### config.mk
export PLATFORM = sky130hd
export DESIGN_NAME = alsu_sched
export DESIGN_NICKNAME = d
export VERILOG_FILES = /design/src/rtl/alsu_pkg.sv /design/src/rtl/alsu_sched_rr_arb2.sv /design/src/rtl/alsu_sched.sv
export SDC_FILE = /design/constraint.sdc
export NUM_CORES = 1
export LEC_CHECK = 0
export CAP_MARGIN = 0
export CORE_MARGIN = 10
export CORE_UTILIZATION = 35
export DETAILED_ROUTE_END_ITERATION = 6
export GPL_ROUTABILITY_DRIVEN = 1
export PLACE_DENSITY = 0.69
export SLEW_MARGIN = 20
export SYNTH_ARGS = -nofsm -noshare
export SYNTH_HDL_FRONTEND = slang
export SYNTH_SLANG_ARGS = --single-unit
### constraint.sdc
create_clock -name clk -period 1.4 [get_ports clk]
set_input_delay 0.42 -clock clk [delete_from_list [all_inputs] [get_ports clk]]
set_output_delay 0.42 -clock clk [all_outputs]
set_load 0.02 [all_outputs]
### src/rtl/alsu_pkg.sv
// Shared types and helpers for the ALSU request scheduler.
// Latency: n/a (package only).
// Backpressure: n/a (package only).
package alsu_pkg;

  localparam int CTRL_W = 7;

  localparam logic [2:0] OP_AND   = 3'd0;
  localparam logic [2:0] OP_XOR   = 3'd1;
  localparam logic [2:0] OP_ADD   = 3'd2;
  localparam logic [2:0] OP_MULT  = 3'd3;
  localparam logic [2:0] OP_SHIFT = 3'd4;
  localparam logic [2:0] OP_ROT   = 3'd5;

  // Control word packing: {cin, SI, sh_left, red_op_A, red_op_B, pass_A, pass_B}
  localparam int CTRL_CIN     = 6;
  localparam int CTRL_SI      = 5;
  localparam int CTRL_SH_LEFT = 4;
  localparam int CTRL_RED_A   = 3;
  localparam int CTRL_RED_B   = 2;
  localparam int CTRL_PASS_A  = 1;
  localparam int CTRL_PASS_B  = 0;

  typedef struct packed {
    logic valid;
    logic id;
    logic err;
  } tag_t;

  // Opcodes 6/7 do not exist; reduction modes only apply to AND/XOR.
  function automatic logic is_illegal(input logic [2:0] op, input logic [CTRL_W-1:0] ctrl);
    logic red;
    red = ctrl[CTRL_RED_A] | ctrl[CTRL_RED_B];
    return (op > OP_ROT) || (red && (op != OP_AND) && (op != OP_XOR));
  endfunction

endpackage

### src/rtl/alsu_sched_rr_arb2.sv
// Two-way round-robin arbiter; the last winner loses the next tie.
// Latency: combinational grant, winner state updates on the grant edge.
// Backpressure: grant is the ready; no grant while rstn is low.
// Ports: clk, rstn, valid_i[1:0] request lines, gnt_o[1:0] one-hot grant.
module rr_arb2 (
  input  logic       clk,
  input  logic       rstn,
  input  logic [1:0] valid_i,
  output logic [1:0] gnt_o
);

  logic last_gnt_q, last_gnt_d;

  always_comb begin
    gnt_o      = 2'b00;
    last_gnt_d = last_gnt_q;
    if (rstn) begin
      if (valid_i == 2'b11) begin
        gnt_o = last_gnt_q ? 2'b01 : 2'b10;
      end else begin
        gnt_o = valid_i;
      end
    end
    if (gnt_o != 2'b00) begin
      last_gnt_d = gnt_o[1];
    end
  end

  // Reset to 1 so requester 0 wins the first tie.
  always_ff @(posedge clk or negedge rstn) begin
    if (!rstn) begin
      last_gnt_q <= 1'b1;
    end else begin
      last_gnt_q <= last_gnt_d;
    end
  end

endmodule

### src/rtl/alsu_sched.sv
// Shares one ALSU between two requesters: arbitrate, issue, tag, return results.
// Latency: response pulse ALSU_LAT+2 edges after the accept edge; 1 req/cycle.
// Backpressure: reqN_ready is the grant; responses have no backpressure.
// Ports: reqN_* request channels, alsu_* drive/return the ALSU, rsp_* tagged results.
module alsu_sched
  import alsu_pkg::*;
#(
  parameter int BITS     = 3,
  parameter int ALSU_LAT = 2
) (
  input  logic                clk,
  input  logic                rstn,
  input  logic                req0_valid,
  output logic                req0_ready,
  input  logic [2:0]          req0_op,
  input  logic [BITS-1:0]     req0_a,
  input  logic [BITS-1:0]     req0_b,
  input  logic [CTRL_W-1:0]   req0_ctrl,
  input  logic                req1_valid,
  output logic                req1_ready,
  input  logic [2:0]          req1_op,
  input  logic [BITS-1:0]     req1_a,
  input  logic [BITS-1:0]     req1_b,
  input  logic [CTRL_W-1:0]   req1_ctrl,
  output logic [2:0]          alsu_opcode,
  output logic [BITS-1:0]     alsu_A,
  output logic [BITS-1:0]     alsu_B,
  output logic [CTRL_W-1:0]   alsu_ctrl,
  input  logic [2*BITS-1:0]   alsu_out,
  output logic                rsp_valid,
  output logic                rsp_id,
  output logic [2*BITS-1:0]   rsp_data,
  output logic                rsp_err
);

  logic [1:0] gnt;

  rr_arb2 u_arb (
    .clk     (clk),
    .rstn    (rstn),
    .valid_i ({req1_valid, req0_valid}),
    .gnt_o   (gnt)
  );

  assign req0_ready = gnt[0];
  assign req1_ready = gnt[1];

  logic [2:0]        op_q,   op_d;
  logic [BITS-1:0]   a_q,    a_d;
  logic [BITS-1:0]   b_q,    b_d;
  logic [CTRL_W-1:0] ctrl_q, ctrl_d;
  tag_t              issue_tag_q, issue_tag_d;

  // The issue tag travels alongside the operand register so that tag_q[0]
  // lines up with the ALSU sampling edge; the pipe then mirrors ALSU_LAT.
  always_comb begin
    op_d        = op_q;
    a_d         = a_q;
    b_d         = b_q;
    ctrl_d      = ctrl_q;
    issue_tag_d = '0;
    if (gnt[1]) begin
      op_d        = req1_op;
      a_d         = req1_a;
      b_d         = req1_b;
      ctrl_d      = req1_ctrl;
      issue_tag_d = '{valid: 1'b1, id: 1'b1, err: is_illegal(req1_op, req1_ctrl)};
    end else if (gnt[0]) begin
      op_d        = req0_op;
      a_d         = req0_a;
      b_d         = req0_b;
      ctrl_d      = req0_ctrl;
      issue_tag_d = '{valid: 1'b1, id: 1'b0, err: is_illegal(req0_op, req0_ctrl)};
    end
  end

  always_ff @(posedge clk or negedge rstn) begin
    if (!rstn) begin
      op_q        <= '0;
      a_q         <= '0;
      b_q         <= '0;
      ctrl_q      <= '0;
      issue_tag_q <= '0;
    end else begin
      op_q        <= op_d;
      a_q         <= a_d;
      b_q         <= b_d;
      ctrl_q      <= ctrl_d;
      issue_tag_q <= issue_tag_d;
    end
  end

  assign alsu_opcode = op_q;
  assign alsu_A      = a_q;
  assign alsu_B      = b_q;
  assign alsu_ctrl   = ctrl_q;

  // Tag pipe: stage 0 loads on the ALSU sample edge, the tail coincides
  // with a valid alsu_out.
  tag_t tag_q [0:ALSU_LAT];

  always_ff @(posedge clk or negedge rstn) begin
    if (!rstn) begin
      for (int i = 0; i <= ALSU_LAT; i++) begin
        tag_q[i] <= '0;
      end
    end else begin
      tag_q[0] <= issue_tag_q;
      for (int i = 1; i <= ALSU_LAT; i++) begin
        tag_q[i] <= tag_q[i-1];
      end
    end
  end

  logic              rsp_valid_q, rsp_valid_d;
  logic              rsp_id_q,    rsp_id_d;
  logic              rsp_err_q,   rsp_err_d;
  logic [2*BITS-1:0] rsp_data_q,  rsp_data_d;

  always_comb begin
    rsp_valid_d = tag_q[ALSU_LAT].valid;
    rsp_id_d    = tag_q[ALSU_LAT].id;
    rsp_err_d   = tag_q[ALSU_LAT].err;
    rsp_data_d  = rsp_data_q;
    if (tag_q[ALSU_LAT].valid) begin
      rsp_data_d = alsu_out;
    end
  end

  always_ff @(posedge clk or negedge rstn) begin
    if (!rstn) begin
      rsp_valid_q <= 1'b0;
      rsp_id_q    <= 1'b0;
      rsp_err_q   <= 1'b0;
      rsp_data_q  <= '0;
    end else begin
      rsp_valid_q <= rsp_valid_d;
      rsp_id_q    <= rsp_id_d;
      rsp_err_q   <= rsp_err_d;
      rsp_data_q  <= rsp_data_d;
    end
  end

  assign rsp_valid = rsp_valid_q;
  assign rsp_id    = rsp_id_q;
  assign rsp_err   = rsp_err_q;
  assign rsp_data  = rsp_data_q;

endmodule
**Word level (Yosys, flattened, before mapping)**

Cells that the tools add are included.

- Order comparisons: 2
- Equal/unequal tests: 3
- Mux-type cells: 13
- Bitwise gates (word level): 2
- Reduce and logical (&&, ||, !) cells: 9

Operators by type and width:

| cell | count |
|---|---|
| $mux W3 | 8 |
| $mux W7 | 2 |
| $gt A3 B3 Y1 const B | 2 |
| $mux W2 | 3 |
| $ne A3 B1 Y1 const B | 2 |
| $reduce_bool A3 Y1 | 2 |
| $logic_and A1 B1 Y1 | 4 |
| $eq A2 B2 Y1 const B | 1 |
| $logic_or A1 B1 Y1 | 2 |
| $or A1 B1 Y1 | 2 |
| $reduce_bool A2 Y1 | 1 |

- Bits in registers: 38
- Input port bits: 42
- Output and inout bits: 27
- Word-level logic and storage cells: 50

**Depth between registers and ports, before layout**

- Depth after elaboration: 6
- Gate-level depth with buffers: 5
- Gate-level depth less buffers: 3

**Hierarchy**

From an unflattened synthesis, not the netlist that was laid out.

- Cell total of the unflattened synthesis: 115
- Area, all modules: 1,465.2 µm²

Modules (own cells, without submodules):

| module | times used | cells an instance | area an instance (µm²) | sequential area each (µm²) |
|---|---|---|---|---|
| alsu_sched | 1 | 107 | 1,402.6 | 925.9 |
| rr_arb2 | 1 | 8 | 62.6 | 26.3 |

**Least setup slack after synthesis**

Ideal clock, no wire load.

- Path type: register to output
- Start point: reg u_arb.last_gnt_q
- End point: out req0_ready
- Data arrival time: 1.060 ns
- Required time: 0.980 ns
- Path slack: -0.080 ns
- Cell stages (with the launch flop): 3
- Buffers on the path: 0
- Path through: dfstp_2 -> inv_1 -> a21oi_1

- Longest elaborated chain between the ends: 3

Ends and longest elaborated chain:

| element | line | source |
|---|---|---|
| start: declaration | alsu_sched_rr_arb2.sv:12 | `logic last_gnt_q, last_gnt_d;` |
| start signal: assignment | alsu_sched_rr_arb2.sv:34 | `last_gnt_q <= last_gnt_d;` |
| $mux W2 | alsu_sched_rr_arb2.sv:19 | `gnt_o = last_gnt_q ? 2'b01 : 2'b10;` |
| $mux W2 | alsu_sched_rr_arb2.sv:18 | `if (valid_i == 2'b11) begin` |
| $mux W2 | alsu_sched_rr_arb2.sv:17 | `if (rstn) begin` |
| end: declaration | alsu_sched.sv:14 | `output logic req0_ready,` |

Every way passes these cells.

**Worst setup path after layout**

- Start point: reg u_arb.last_gnt_q
- End point: out req1_ready

- Longest elaborated chain between the ends: 3

Ends and longest elaborated chain:

| element | line | source |
|---|---|---|
| $mux W2 | alsu_sched_rr_arb2.sv:19 |  |
| $mux W2 | alsu_sched_rr_arb2.sv:18 |  |
| $mux W2 | alsu_sched_rr_arb2.sv:17 |  |
| end: declaration | alsu_sched.sv:20 | `output logic req1_ready,` |

Every way passes these cells.

==> flow_metrics.py <==
metrics = {
    "worst_setup_path": {
        "crit_type": "flip-flop to output pin",
        "worstPathRequired_ps": 980,
        "crit_path_top_delay_cell": "dfstp_2",
        "startpoint": "u_arb.last_gnt_q",
        "timing.rr.start": "u_arb.last_gnt_q",
        "reg2reg_slack_ps": 60,
        "cp_max_fo": 2,
        "endpoint_kind": "output pin",
        "r2r_end": "alsu_opcode[0]",
        "worstRegToRegCells": 5,
        "cp-start-kind": "flip-flop",
        "crit_arrival_ps": 1150,
        "crit_chain": "and2_4 > nor2_4 > buf_6",
        "max_stage_delay_ps": 550,
    },
    "synth": {
        "postSynthCellCount": 134,
        "yosys_warnings": 0,
        "syn_avg_cell_area_um2": 11.6,
        "synth.distinct_cells": 26,
        "ys_async_sr_fraction_pct": 100,
        "synth_area_leaders": "dfrtp_1 (59%), o2111ai_1 (7.3%), a31oi_1 (5.6%), mux2_2 (4.3%), nor2_1 (3.6%)",
        "seq_area_frac_synth_pct": 61.1,
        "synth_top_area_share_pct": 59.4,
        "synth_edf_count": 0,
        "synth.largest_area_cell": "dfrtp_1",
        "synth_fp_nets": 176,
        "ys_seq_elements": 38,
        "synth_area_um2": 1560,
        "synth_flop_cell": "dfrtp_1",
    },
    "cts": {
        "clk_latency_ps": 280,
        "cts.sinks": 38,
        "htreeDepth": 2,
        "cts_tree": "done",
        "cts-buffers-inserted": 5,
        "clockRootBuffer": "clkbuf_8",
        "cts.clk_slew.worst_paths_ps": 70,
        "cts_buffer_depth": 2,
    },
    "cells_and_area": {
        "syn_to_final_growth_pct": 57.5,
        "seq_area_um2": 952,
        "drive_gt1_share_pct": 29.6,
        "final_nets": 257,
        "fin_cells": 268,
        "multi_input_comb_area_um2": 568,
        "nFillCells": 393,
        "n_antenna_cell": 0,
    },
    "placement": {
        "place_inst": 258,
        "io_buffers": 68,
        "hpwl_um": 3580,
        "gp_congestion": 0.787,
    },
    "floorplanning": {
        "start_util_pct": 36.1,
        "dieWidth_um": 86.7,
        "pin_count": 69,
        "row_count": 24,
        "die_y_um": 86.7,
        "core-area_um2": 4320,
        "die_area_um2": 7520,
    },
    "sta": {
        "setup_viol": 2,
        "max_slew_margin_pct": 70.3,
        "hold_viol": 0,
        "slew_viol_final": 0,
        "skew_ps": 3.01,
        "period_minus_slack_ps": 1570,
        "setup_slack_ps": -168,
        "rsz0062_at_grt": "true",
        "fin_crit_sh_pct": 112,
        "tightest_slew_ps": 445,
        "timing.fmax_mhz": 638,
    },
    "drt": {
        "drc": 0,
        "vias": 1411,
        "avgRoutedWirePerCell_um": 17.8,
        "vias_per_cell": 5.26,
        "drt_iter0_drc": 86,
        "wirelength_um": 4770,
        "postRouteAntennaNets": 0,
        "dr.pass1.iters": 6,
    },
    "pwr": {
        "powerDensity_nw_per_um2": 1100,
        "finalPower_w": 0.00269,
        "p_leak_nw": 1.03,
        "ir_worst_vdd_uv": 509,
    },
    "global_route": {
        "grt_pass1_vias": 1551,
        "grt_start_max_net_pins": 52,
        "antenna_found_initial": 0,
        "grt_pass1_wl_um": 7780,
        "grt_overflow": 0,
        "grtUsageTotal_pct": 12.8,
    },
    "worst_hold_path": {
        "hold_path.class": "input pin to asynchronous set/reset pin",
    },
    "status": {
        "violations": "setup timing",
        "outcome": "finished with violations",
    },
    "flow_run": {
        "maxCapViolCount": 0,
    },
}
-- synthesized netlist by cell type (all sizes together), types with 2 or more instances --
library cell and n:
buf 12, dfrtp 37, a31oi 14, inv 3, mux2 6, o2111ai 13, nor2 15, or3 2
a221o 2, o21ai 16, nand2 2, nor2b 2
-- final cells by class --
class | instances | share of cell area [%]
multi-input cells | 80 | 23.1
flip-flops and latches | 38 | 38.8
inverters | 3 | 0.458
repair buffers | 87 | 31.7
well taps | 52 | 2.65
clock buffers | 8 | 3.26
-- worst max-delay path, delay by kind of cell (launching register included) --
family	cells	cell delay, ps
AND/OR/NAND/NOR	2	200
flip-flops	1	550
buffers and inverters	1	120
-- logic make-up after synthesis --
family                 Yosys count  synth area share [%]
buffers and inverters           16                  5.70
AND/OR/NAND/NOR                 24                  7.14
flip-flops                      38                  61.1
multiplexers                     6                  4.33
AO/OA/AOI/OAI                   50                  21.7
-- routing by layer --
layer | vias to the layer above | wire, µm | track usage (%)
met3 | 9 | 309 | 3.94
li1 | 661 | - | -
met1 | 691 | 1990 | 15.2
met2 | 50 | 2390 | 20.7
met4 | 0 | 80 | 5.74
met5 | - | 0 | 0
-- placed cells by master (no fill, tap or decap), drive strengths merged, types with 2 or more instances in the layout --
master and count:
o21ai 16, dfrtp 37, clkbuf 23, o2111ai 13, buf 22, clkdlybuf4s50 38
inv 3, or3 2, a31oi 14, nor2b 2, nand2 2, a221o 2
nor2 15, clkdlybuf4s15 11, mux2 6
-- through the flow --
step | worst slack (ps) | instance area, µm² | setup TNS [ps] | hold WS (ps) | util, %
4_1_cts | -191 | 2480 | -370 | 308 | 57.4
6_report | -168 | 2460 | -332 | 227 | 56.8
5_1_grt | -199 | 2460 | -395 | 275 | 56.8
3_5_place_dp | -874 | 2380 | -9410 | 336 | 55.1
2_1_floorplan | 70.5 | 1570 | 0 | 124 | -
3_3_place_gp | -815 | 2380 | -8520 | 332 | 55.1
-- registers in the layout (all words and copies together), names as in the netlist, 3 cells and up --
name	count
alsu_opcode	3
alsu_ctrl	7
alsu_B	3
issue_tag_q	3
rsp_data	6
alsu_A	3
tag_q	6
-- where the power goes --
group / internal (W) / leakage (nW) / switching [W]
logic: 0.000334 / 0.537 / 0.000374
clock network: 0.000353 / 0.0395 / 0.000346
registers: 0.00122 / 0.454 / 0.0000628
total: 0.00191 / 1.03 / 0.000783
-- how the worst max path moves through the flow --
| stage | cells after the start | endpoint | slack, ps |
|---|---|---|---|
| final | 3 | req1_ready | -170 |
| after global routing | 3 | req0_ready | -200 |
| after CTS | 3 | req0_ready | -190 |
| after detailed placement | 4 | req1_ready | -870 |
| after global placement | 4 | req1_ready | -820 |
| after floorplan | 3 | req1_ready | 70 |
-- repair_timing --
action / 4_1_cts / 5_1_grt
hold buffers: 0 / 0
buffers inserted: 2 / 0
cloned: 0 / 0
endpoints found under the setup margin: 45 / 29
pin swaps: 1 / 1
gates resized for setup: 68 / 26
(Power assumes the default switching activity.)
